### src/rtl/pipe_reg_elastic.sv
// pipe_reg_elastic: a valid/ready pipeline of Depth register stages.
// Every stage carries its own valid bit, and the stage-ready chain runs
// combinationally from the output back to the input. An empty stage
// therefore always accepts a word, bubbles collapse, and backpressure
// stalls only the stages that are occupied.
// Depth = 0 turns the block into a combinational pass-through.
// Optional feature macro: PIPE_REG_ELASTIC_ZERO_DATA_EN. When it is
// defined, the data registers reset and clear to zero so that data_o is
// '0 whenever valid_o is low.
module pipe_reg_elastic #(
  parameter type         dtype    = logic,
  parameter int unsigned Depth    = 2,
  localparam int unsigned CntWidth = (Depth == 0) ? 1 : $clog2(Depth + 1)
) (
  input  logic                clk_i,
  input  logic                rst_i,
  input  logic                flush_i,
  input  logic                valid_i,
  output logic                ready_o,
  input  dtype                data_i,
  output logic                valid_o,
  input  logic                ready_i,
  output dtype                data_o,
  output logic [CntWidth-1:0] fill_o
);

  generate
    if (Depth == 0) begin : g_pass
      // There is no state. The handshake passes straight through, and flush_i is ignored.
      assign valid_o = valid_i;
      assign data_o  = data_i;
      assign ready_o = ready_i;
      assign fill_o  = '0;
    end else begin : g_pipe
      logic [Depth-1:0]    v_q;
      dtype                d_q  [Depth];
      logic [Depth-1:0]    rdy;
      logic [Depth-1:0]    v_in;
      dtype                d_in [Depth];
      logic [CntWidth-1:0] fill_cnt;

      for (genvar gi = 0; gi < Depth; gi++) begin : g_stage
        // Stage 0 is fed by the upstream port. Every later stage is fed by its predecessor.
        if (gi == 0) begin : g_src_in
          assign v_in[gi] = valid_i;
          assign d_in[gi] = data_i;
        end else begin : g_src_prev
          assign v_in[gi] = v_q[gi-1];
          assign d_in[gi] = d_q[gi-1];
        end

        // A stage may advance when it is empty or when the stage ahead can take its word.
        if (gi == Depth - 1) begin : g_rdy_last
          assign rdy[gi] = ~v_q[gi] | ready_i;
        end else begin : g_rdy_mid
          assign rdy[gi] = ~v_q[gi] | rdy[gi+1];
        end

        // Valid bit: reset and flush empty the stage; otherwise it advances when ready.
        always_ff @(posedge clk_i) begin
          if (rst_i) begin
            v_q[gi] <= 1'b0;
          end else if (flush_i) begin
            v_q[gi] <= 1'b0;
          end else if (rdy[gi]) begin
            v_q[gi] <= v_in[gi];
          end
        end

`ifdef PIPE_REG_ELASTIC_ZERO_DATA_EN
        // Payload is zeroed whenever its stage ends up empty, so data_o is clean while idle.
        always_ff @(posedge clk_i) begin
          if (rst_i || flush_i) begin
            d_q[gi] <= '0;
          end else if (rdy[gi]) begin
            d_q[gi] <= v_in[gi] ? d_in[gi] : '0;
          end
        end
`else
        // Payload loads only when a valid word moves into this stage; it is not reset.
        always_ff @(posedge clk_i) begin
          if (rdy[gi] && v_in[gi]) begin
            d_q[gi] <= d_in[gi];
          end
        end
`endif
      end

      // The occupancy count is the number of stages holding a valid word.
      always_comb begin
        fill_cnt = '0;
        for (int i = 0; i < Depth; i++) begin
          fill_cnt = fill_cnt + CntWidth'(v_q[i]);
        end
      end

      assign ready_o = rdy[0] & ~flush_i;
      assign valid_o = v_q[Depth-1];
      assign data_o  = d_q[Depth-1];
      assign fill_o  = fill_cnt;
    end
  endgenerate

endmodule
### config.mk
export PLATFORM = sky130hd
export DESIGN_NAME = pipe_reg_elastic
export DESIGN_NICKNAME = d
export VERILOG_FILES = /design/src/rtl/pipe_reg_elastic.sv
export SDC_FILE = /design/constraint.sdc
export NUM_CORES = 1
export LEC_CHECK = 0
export ABC_AREA = 1
export BUFFER_PORTS_ARGS = -buffer_cell sky130_fd_sc_hd__buf_2
export CAP_MARGIN = 5
export CORE_AREA = 2 2 39 41
export CTS_CLUSTER_SIZE = 24
export DETAILED_ROUTE_END_ITERATION = 7
export DIE_AREA = 0 0 41 43
export HOLD_SLACK_MARGIN = 0.15
export REMOVE_ABC_BUFFERS = 1
export SYNTH_ARGS = -nofsm -noshare
export SYNTH_HDL_FRONTEND = slang
export SYNTH_SLANG_ARGS = --single-unit
### constraint.sdc
create_clock -name clk_i -period 1.2 [get_ports clk_i]
set_clock_uncertainty 0.2 [all_clocks]
set_input_delay 0.18 -clock clk_i [delete_from_list [all_inputs] [get_ports clk_i]]
set_output_delay 0.18 -clock clk_i [all_outputs]
set_load 0.05 [all_outputs]
# Word-level counts from Yosys, hierarchy flattened
# Memory sizes are Yosys's and may differ from the RTL's.
# Cells that the tools add are included.
# word_totals
ramBits	2
memories	1
latchBits	0
out_inout_bits	5
reg_bits	2
romBits	0
# memory_table
name	depth	width	rd	rd_ports_with_merged_regs	wr	line_no	text
g_pipe.d_q	2	1	2	0	2	36	dtype d_q [Depth];
# classes
reduce_logical	3
div_mod_pow	0
n_mul	0
shift	0
addsub	1
order_cmp	0
muxes	4
n_eq_ne	0
bitwise	6
# op_table
operator	n
1-bit two-way mux	4
1-bit inverter	3
1-bit by 1-bit adder with 2-bit output	1
1-bit logical AND	2
1-bit OR	2
2-bit OR reduction	1
1-bit bitwise AND	1

# Longest topological paths before layout
# Gate-level depths: netlist (run 1).
# depth
ltp_word	6
ltp_mapped	4
mapped_depth_nobuf	4

# Worst setup path after synthesis (run 1)
# OpenSTA, ideal clock, no wires.
# synth_path
kind	register to output
start	register g_pipe.v_q[1], in the netlist valid_o
end	output fill_o[1]
t_arrival_ns	1.211
required_ns	0.820
setup_slack_ns	-0.391
n_path_buf	0
path_stages_with_launch	2
cell_sequence	dfxtp_1 -> ha_1
# synth_via
elab_chain_cells	1
# synth_lines
item	line_no	text
start, declared	35	logic [Depth-1:0] v_q;
start signal, assigned by index	66	v_q[gi] <= v_in[gi];
1-bit by 1-bit adder with 2-bit output	93	fill_cnt = fill_cnt + CntWidth'(v_q[i]);
end, declared	24	output logic [CntWidth-1:0] fill_o
# Every way passes these cells.

# Worst setup path in the final report (run 1)
# layout_path
start	register g_pipe.v_q[1], in the netlist valid_o
end	output fill_o[0]
# The elaborated chain is that of the path after synthesis.

==> metrics, run 1 <==
status=finished with violations; failing checks=negative setup slack; GRT Resource Usage Total=0.0553; final core occ=0.267; kind of capture point of the worst setup path=output port; Setup Buffers After CTS=0; most used cells in the layout excluding fill and tap cells=inv_1 (5), buf_2 (5), clkbuf_4 (3), dlygate4sd3_1 (3); placeable core region=between 1000 and 1500 sq um; leakage power=~0.16 nW; CTS Root Cell=clkbuf_4; Placement Setup Slack=-0.0411 ns; leading area contributor after synthesis=edfxtp_1; worst-skew pair later-pin latency=between 0.2 and 0.25 ns; total power per unit cell area=roughly 1100 nW/um^2; post-synth top area share=0.343; reg2reg path depth=1; Cells after Synth=18; Clock transition at path regs=~0.040 ns; critical path data required time=around 0.8 ns; total clock buffers created by CTS=3; kind of start point of the critical path=register; share of the yosys chip area belonging to registers=0.571; Peak Freq=about 730 MHz; maximum count of clock buffers along a single path=2; routed wire length=375 um; global-route congestion overflow total=0; Net count, final=42; Min-Delay Path Class=in -> reg; leading post-synthesis cells by cell area=edfxtp_1 (34%), dfxtp_1 (23%), inv_1 (11%), ha_1 (7.1%), a21oi_2 (5.0%); number of design rule violations left after detail routing=0; DRT antenna net count=0; vias in the first global route=186; antenna violations before repair=0; final-layout setup total negative slack=-0.427 ns; post-synthesis cell type count=11; boundary pin count=11; Worst Path Class, Setup=reg -> out; count of buffers from port buffering=10; final weighted congestion of routability-driven global placement=0.639; mean instance size in the synthesized netlist=9.73 sq um; Via Count=173; total iterations of the first detailed-routing run=1; worst r2r src=g_pipe.v_in[1]; capture instance of the worst register-to-register path=g_pipe.d_q[0][1]; Cell Area, Synth=175 sq um; crit share post-route=1.14; largest net degree at the start of global routing=6; Diodes inserted=0; TritonCTS clock tree=yes; share of post-route cells with drive strength above 1=0.588; Placed Cells incl. Taps=44; ordered list of cells on the worst path=ha_4 > buf_8; Finished Cell Area=approximately 370 sq um; depth of the CTS H-tree=1; setup repair after global routing missed its margin=yes; final critical-path required period=1.37 ns; row count=14; post-placement cell area=between 200 and 250 sq um; HPWL after detailed placement=262 um; Post-CTS Hold Fix Bufs=3; post-DR vias/cell=roughly 3.5; yosys warns=0; clk sink count=4; number of standard cells in the final layout excluding fillers=50; Max stage delay on crit path=0.36 ns; Pins Over Slew Limit=0; drt first-iter violations=0; Die H=43 um; maximum fanout along the worst path=5; remaining max-slew budget at the tightest pin=0.836; number of hold violations in the final report=0; worst hold path cell count=3; Layout Area Growth over Synthesis=111%; initial core utilization=0.127; endpoint of the worst hold path=valid_o; worst vdd rail ir drop=0.218 mV; hold wc startpoint=flush_i; number of synthesized register bits=4; number of setup violations in the final report=4; data arrival time of the critical path=a little under 1 ns; transition at the pin with the smallest max-transition slack=0.248 ns; slowest cell on the critical path=dfxtp_4; Routed wire per std cell=7.50 um; Die Footprint=1760 sq um; final critical-path setup slack=-0.170 ns; setup slack, reg-to-reg=approximately 0.090 ns; horizontal extent of the die=41 um; first-pass GRT wire length=about 600 um; MaxCap Viol Count=0
-- flip-flops by register name (all words and copies together), names as in the netlist --
signal,flops
g_pipe.d_q,2
valid_o,1
g_pipe.v_in,1
-- worst max path at each step --
stage | start | to | slack (ns) | cells past startpoint
6_report | valid_o | fill_o[0] | -0.17 | 2
5_1_grt | valid_o | fill_o[0] | -0.19 | 2
4_1_cts | valid_o | fill_o[0] | -0.18 | 2
3_5_place_dp | valid_o | ready_o | -0.04 | 4
3_3_place_gp | valid_o | ready_o | -0.02 | 4
2_1_floorplan | valid_o | fill_o[1] | -0.39 | 1
-- metrics by stage --
step	hold WS (ns)	power, mW
detailed placement	0.159	0.200
global route	0.0349	0.418
CTS	0.0404	0.407
floorplan	0.0789	0.186
global placement	0.159	0.198
finish	0.0167	0.401
-- worst max-delay path: cells and delay by family (launching register included) --
kind,cells,cell delay (ns)
fa+ha+maj,1,0.27
flops,1,0.36
buf+inv,1,0.13
-- Yosys cell counts --
library cell,number
nand2_1,2
or2_1,1
ha_1,1
edfxtp_1,2
a21oi_1,1
dfxtp_1,2
nor2_1,1
inv_1,5
a21oi_2,1
a21boi_0,1
nand3_1,1
-- layer usage --
metal | up-vias | global-route usage | wire, um
li1 | 88 | - | -
met1 | 76 | 0.0485 | 152
met5 | - | 0 | 0
met3 | 0 | 0.00524 | 23
met2 | 9 | 0.0844 | 199
met4 | 0 | 0.0800 | 0
-- layout make-up --
type / count / area, sq um
Clock buffer: 4 / 26.3
Fill cell: 154 / 1010
Inverter: 5 / 18.8
Multi-Input combinational cell: 9 / 88.8
Sequential cell: 4 / 108
Tap cell: 16 / 20.0
Timing Repair Buffer: 12 / 108
-- power by group --
group | total [mW] | internal [mW] | switching, mW | leakage (nW)
sequential | 0.151 | 0.147 | 0.00449 | 0.0368
combinational | 0.0661 | 0.0309 | 0.0351 | 0.112
clock | 0.184 | 0.125 | 0.0587 | 0.0150
total | 0.401 | 0.303 | 0.0983 | 0.164
-- cell families after synthesis --
| logic type | share of synthesized area |
|---|---|
| buffers and inverters | 0.107 |
| and+or+nand+nor | 0.129 |
| DFF | 0.571 |
| AOI/OAI and AO/OA | 0.121 |
| adders and majority gates | 0.0714 |
-- what timing repair did --
item                                    in CTS  in global routing
pin swaps                                    0                  2
endpoints found under the setup margin       4                  7
gates cloned                                 0                  0
resized for setup                           14                  7
endpoints found under the hold margin        4                  2
No activity file was read; power rests on OpenSTA's default activity.
==> run 2, diff against run 1 <==
--- a/config.mk
+++ b/config.mk
@@ -14,6 +14,7 @@
 export DIE_AREA = 0 0 41 43
 export HOLD_SLACK_MARGIN = 0.15
 export REMOVE_ABC_BUFFERS = 1
+export SETUP_SLACK_MARGIN = 0.1
 export SYNTH_ARGS = -nofsm -noshare
 export SYNTH_HDL_FRONTEND = slang
 export SYNTH_SLANG_ARGS = --single-unit
==> run 2 against run 1 <==
Effect of this change:
- the flow still finishes with violations (negative setup slack)
- clock-buffer cell count is the same
- combinational power shrank 6.1%
- non-clock buffer count is the same
==> metrics, run 2 (same netlist as run 1, synthesis figures left out) <==
final weighted congestion of routability-driven global placement=0.639 (unchanged); Setup Buffers After CTS=0 (unchanged); data arrival time of the critical path=0.99 ns (about the same); max reg flops=2 (unchanged); crit share post-route=1.14 (-0.00244); Via Count=168 (-2.9%); hold wc startpoint=rst_i; Reg area=108 sq um (unchanged); area occupied by multi-input gates=83.8 sq um (-5.6%); reg2reg path depth=1 (unchanged); largest net degree at the start of global routing=6 (unchanged); Finished Cell Area=359 sq um (-2.7%); depth of the CTS H-tree=1 (unchanged); Die H=43 um (unchanged); number of hold violations in the final report=0 (unchanged); clk sink count=4 (unchanged); Routed wire per std cell=6.88 um (-8.3%); worst r2r src=g_pipe.v_in[1]; drt first-iter violations=0 (unchanged); Hold Slack=0.0223 ns (+0.00560 ns); first-pass GRT wire length=545 um (-10%); endpoint of the worst hold path=g_pipe.v_in[1]; maximum fanout along the worst path=5 (unchanged); post-DR vias/cell=3.36 (-2.9%); CTS Root Cell=clkbuf_4; worst-skew pair later-pin latency=0.23 ns (about the same); antenna violations before repair=0 (unchanged); Layout Area Growth over Synthesis=105%; total clock buffers created by CTS=3 (unchanged); placeable core region=1380 sq um (unchanged); leading cell type in the layout, fill and taps excluded=buf_2; total power per unit cell area=1100 nW/um^2 (+1.1%); initial core utilization=0.127 (unchanged); final critical-path required period=1.37 ns (-0.00293 ns); ordered list of cells on the worst path=ha_4 > buf_8; capture instance of the worst register-to-register path=g_pipe.d_q[0][1]; leakage power=0.163 nW (-0.84%); vias in the first global route=178 (-4.3%); maximum count of clock buffers along a single path=2 (unchanged); setup slack, reg-to-reg=0.09 ns (about the same); setup repair after global routing missed its margin=yes; row count=14 (unchanged); count of buffers from port buffering=10 (unchanged); MaxCap Viol Count=0 (unchanged); Net count, final=42 (unchanged); DRT antenna net count=0 (unchanged); routed wire length=344 um (-8.3%); FILL cells=152 (-1.3%); Max stage delay on crit path=0.36 ns (about the same); final-layout setup total negative slack=-0.411 ns (+0.0155 ns); Worst Path Class, Setup=reg -> out; horizontal extent of the die=41 um (unchanged); Diodes inserted=0 (unchanged); kind of start point of the critical path=register; crit path buf inv count=1 (unchanged); transition at the pin with the smallest max-transition slack=0.248 ns (+0.000000119 ns); slowest cell on the critical path=dfxtp_4; TritonCTS clock tree=yes; total iterations of the first detailed-routing run=1 (unchanged); boundary pin count=11 (unchanged); Die Footprint=1760 sq um (unchanged); register containing the most flip-flops in the final layout=g_pipe.d_q; kind of capture point of the worst setup path=output port; failing checks=negative setup slack; status=finished with violations; Crit. path cell count=2 (unchanged); number of design rule violations left after detail routing=0 (unchanged); number of setup violations in the final report=4 (unchanged); Placement Setup Slack=-0.0411 ns (unchanged); GRT Resource Usage Total=0.0503 (-0.00503); HPWL after detailed placement=262 um (unchanged); Pins Over Slew Limit=0 (unchanged); share of post-route cells with drive strength above 1=0.559 (-0.0294); worst vdd rail ir drop=0.218 mV (-0.11%); post-placement cell area=245 sq um (unchanged); global-route congestion overflow total=0 (unchanged); Min-Delay Path Class=in -> reg; remaining max-slew budget at the tightest pin=0.836 (unchanged); cell class contributing the biggest share of worst-path delay=flip-flops; critical path data required time=0.82 ns (about the same); most used cells in the layout excluding fill and tap cells=buf_2 (6), inv_1 (5), clkbuf_4 (3); final critical-path setup slack=-0.167 ns (+0.00293 ns); Peak Freq=731 MHz (+0.21%); worst hold path cell count=3 (unchanged); Clock transition at path regs=0.04 ns (about the same)
==> run 2: per-stage QoR <==
stage	power [mW]	utilization	std cells
6_report	0.394	0.259	50
5_1_grt	0.414	0.259	50
4_1_cts	0.406	0.255	50
3_5_place_dp	0.200	0.177	44
3_3_place_gp	0.198	0.177	44
2_1_floorplan	0.186	-	18
==> run 2: what timing repair did <==
item,CTS,global route
gates resized for setup,16,2
setup endpoints to repair,7,7
pin swaps,0,0
endpoints found under the hold margin,4,3
hold buffers,2,1
==> run 2: cell type report <==
| cell class | instances | share of cell area |
|---|---|---|
| sequential | 4 | 0.300 |
| timing repair buffer | 12 | 0.286 |
| multi-input combinational | 9 | 0.233 |
| clock buffer | 4 | 0.0732 |
| tap | 16 | 0.0557 |
| inverter | 5 | 0.0523 |
==> run 2: layer usage <==
layer	global-route usage	vias up	wire, um
li1	-	88	-
met1	0.0485	71	143
met2	0.0719	9	174
met3	0	0	26
met4	0.0800	0	0
met5	0	-	0
==> run 2: worst max-delay path by stage <==
stage | startpoint | endpoint | slack, ns
3_5_place_dp | valid_o | ready_o | -0.04
6_report | valid_o | fill_o[0] | -0.17
4_1_cts | valid_o | fill_o[0] | -0.18
2_1_floorplan | valid_o | fill_o[1] | -0.39
3_3_place_gp | valid_o | ready_o | -0.02
5_1_grt | valid_o | fill_o[0] | -0.19
==> run 2: power by group <==
group	switching (mW)	internal [mW]
Clock	0.0563	0.125
Combinational	0.0338	0.0283
Sequential	0.00449	0.147
Total	0.0945	0.300
==> run 3, diff against run 2 <==
--- a/config.mk
+++ b/config.mk
@@ -8,13 +8,15 @@
 export ABC_AREA = 1
 export BUFFER_PORTS_ARGS = -buffer_cell sky130_fd_sc_hd__buf_2
 export CAP_MARGIN = 5
+export CELL_PAD_IN_SITES_DETAIL_PLACEMENT = 1
+export CELL_PAD_IN_SITES_GLOBAL_PLACEMENT = 1
 export CORE_AREA = 2 2 39 41
 export CTS_CLUSTER_SIZE = 24
 export DETAILED_ROUTE_END_ITERATION = 7
 export DIE_AREA = 0 0 41 43
 export HOLD_SLACK_MARGIN = 0.15
+export PLACE_DENSITY_LB_ADDON = 0.1
 export REMOVE_ABC_BUFFERS = 1
-export SETUP_SLACK_MARGIN = 0.1
 export SYNTH_ARGS = -nofsm -noshare
 export SYNTH_HDL_FRONTEND = slang
 export SYNTH_SLANG_ARGS = --single-unit
==> run 3 against run 2 <==
Effect of this change:
- the flow still finishes with violations (negative setup slack)
- register-to-register slack got worse by 0.04 ns
- sequential cell count unchanged
- fmax decreased by 0.13%
- largest cell class is now buffers
- non-clock buffer count increased by 3
- clock power about the same
- utilization increased by 0.81 points
- combinational power increased by 4.7%
- first-iteration DRC count unchanged
- critical path depth unchanged
- power increased by 0.65%
- global-route usage increased by 1.6 points
==> metrics, run 3 (same netlist as run 1, synthesis figures left out) <==
status=finished with violations; most used cells in the layout excluding fill and tap cells=buf_2 (6), inv_1 (5), clkbuf_4 (3), dlygate4sd3_1 (3), buf_6 (3); total clock buffers created by CTS=3 (unchanged); max reg flops=2 (unchanged); Post-CTS Hold Fix Bufs=3 (+1); kind of capture point of the worst setup path=output port; data arrival time of the critical path=0.99 ns (about the same); Hold Slack=0.0296 ns (+0.00732 ns); Net count, final=45 (+7.1%); MaxCap Viol Count=0 (unchanged); number of setup violations in the final report=4 (unchanged); Diodes inserted=0 (unchanged); total iterations of the first detailed-routing run=1 (unchanged); Min-Delay Path Class=in -> reg; Layout Area Growth over Synthesis=111%; setup repair after global routing missed its margin=yes; Pins Over Slew Limit=0 (unchanged); drt first-iter violations=0 (unchanged); number of design rule violations left after detail routing=0 (unchanged); leading cell type in the layout, fill and taps excluded=buf_2; Clock transition at path regs=0.04 ns (about the same); Worst Path Class, Setup=reg -> out; final critical-path setup slack=-0.169 ns (-0.00172 ns); leakage power=0.177 nW (+8.4%); CTS Root Cell=clkbuf_4; row count=14 (unchanged); share of post-route cells with drive strength above 1=0.541 (-0.0183); final critical-path required period=1.37 ns (+0.00172 ns); final core occ=0.268 (+0.00814); FILL cells=164 (+7.9%); largest net degree at the start of global routing=5 (-1); maximum count of clock buffers along a single path=2 (unchanged); depth of the CTS H-tree=1 (unchanged); GRT Resource Usage Total=0.0663 (+0.0160); slowest cell on the critical path=dfxtp_4; horizontal extent of the die=41 um (unchanged); DRT antenna net count=0 (unchanged); failing checks=negative setup slack; Peak Freq=730 MHz (-0.13%); first-pass GRT wire length=683 um (+25%); routed wire length=400 um (+16%); Placement Setup Slack=-0.0477 ns (-0.00660 ns); remaining max-slew budget at the tightest pin=0.835 (about the same); maximum fanout along the worst path=4 (-1); Max stage delay on crit path=0.35 ns (about the same); worst vdd rail ir drop=0.213 mV (-2.0%); antenna violations before repair=0 (unchanged); TritonCTS clock tree=yes; crit path buf inv count=1 (unchanged); boundary pin count=11 (unchanged); overall power after layout=0.397 mW (+0.65%); Die H=43 um (unchanged); number of hold violations in the final report=0 (unchanged); post-placement cell area=253 sq um (+3.1%); post-DR vias/cell=3.42 (+1.6%); Via Count=181 (+7.7%); ordered list of cells on the worst path=ha_4 > buf_8; Finished Cell Area=370 sq um (+3.1%); final weighted congestion of routability-driven global placement=0.593 (-7.2%); register containing the most flip-flops in the final layout=g_pipe.d_q; Die Footprint=1760 sq um (unchanged); initial core utilization=0.127 (unchanged); cell class contributing the biggest share of worst-path delay=flip-flops; crit share post-route=1.14 (+0.00143); critical path data required time=0.82 ns (about the same); worst-skew pair later-pin latency=0.23 ns (about the same); transition at the pin with the smallest max-transition slack=0.249 ns (+0.000601 ns); count of buffers from port buffering=10 (unchanged); global-route congestion overflow total=0 (unchanged); placeable core region=1380 sq um (unchanged); clk sink count=4 (unchanged); Routed wire per std cell=7.55 um (+9.7%); vias in the first global route=192 (+7.9%); total power per unit cell area=1070 nW/um^2 (-2.4%); kind of start point of the critical path=register; HPWL after detailed placement=309 um (+18%)
## run 3: cell types whose count changed in the layout (fill, tap and decap cells not counted), sizes merged
cell,delta
buf,+2
dlygate4sd3,+1
## run 3: repair_timing
action                     in CTS  in global routing
setup endpoints to repair       4                  6
resized for setup              13                  4
hold endpoints to repair        4                  2
gates cloned                    0                  0
buffers inserted                1                  0
pin swaps                       1                  0
## run 3: final cells by class
type                            instances  area, sq um  area share
Clock buffer                            4         26.3      0.0709
Tap cell                               16         20.0      0.0541
Inverter                                5         18.8      0.0507
Timing Repair Buffer                   15          124       0.334
Multi-Input combinational cell          9         73.8       0.199
Sequential cell                         4          108       0.291
## run 3: layer usage
| layer | GRT usage | wire [um] | up-vias |
|---|---|---|---|
| met5 | 0 | 0 | - |
| met4 | 0.120 | 0 | 0 |
| met3 | 0 | 38 | 0 |
| met2 | 0.0906 | 216 | 9 |
| met1 | 0.0611 | 145 | 78 |
| li1 | - | - | 94 |
## run 3: per-stage QoR
step / std cells / setup TNS [ns]
final: 53 / -0.375
after global routing: 53 / -0.539
after CTS: 53 / -0.450
after detailed placement: 45 / -0.0477
after global placement: 45 / -0.0167
after floorplan: 18 / -1.50
## run 3: worst register-to-register path, delay by kind of cell (launching register included)
kind / cells / cell delay, ns
buffers and inverters: 1 / 0.14
AO/OA/AOI/OAI: 1 / 0.16
flip-flops: 1 / 0.35
## run 3: path summary, 6_finish.rpt
check	start	endpoint	slack, ns	cells past startpoint
hold reg to reg	g_pipe.d_q[0][0]	g_pipe.d_q[0][1]	0.22	0
setup / recovery	valid_o	fill_o[0]	-0.17	2
hold / removal	rst_i	g_pipe.v_in[1]	0.03	3
setup reg to reg	valid_o	g_pipe.d_q[0][1]	0.05	2
## run 3: report_power, final
group / total (mW) / leakage [nW] / switching [mW] / internal (mW)
clock: 0.181 / 0.0150 / 0.0565 / 0.125
sequential: 0.151 / 0.0368 / 0.00397 / 0.147
combinational: 0.0650 / 0.125 / 0.0341 / 0.0309
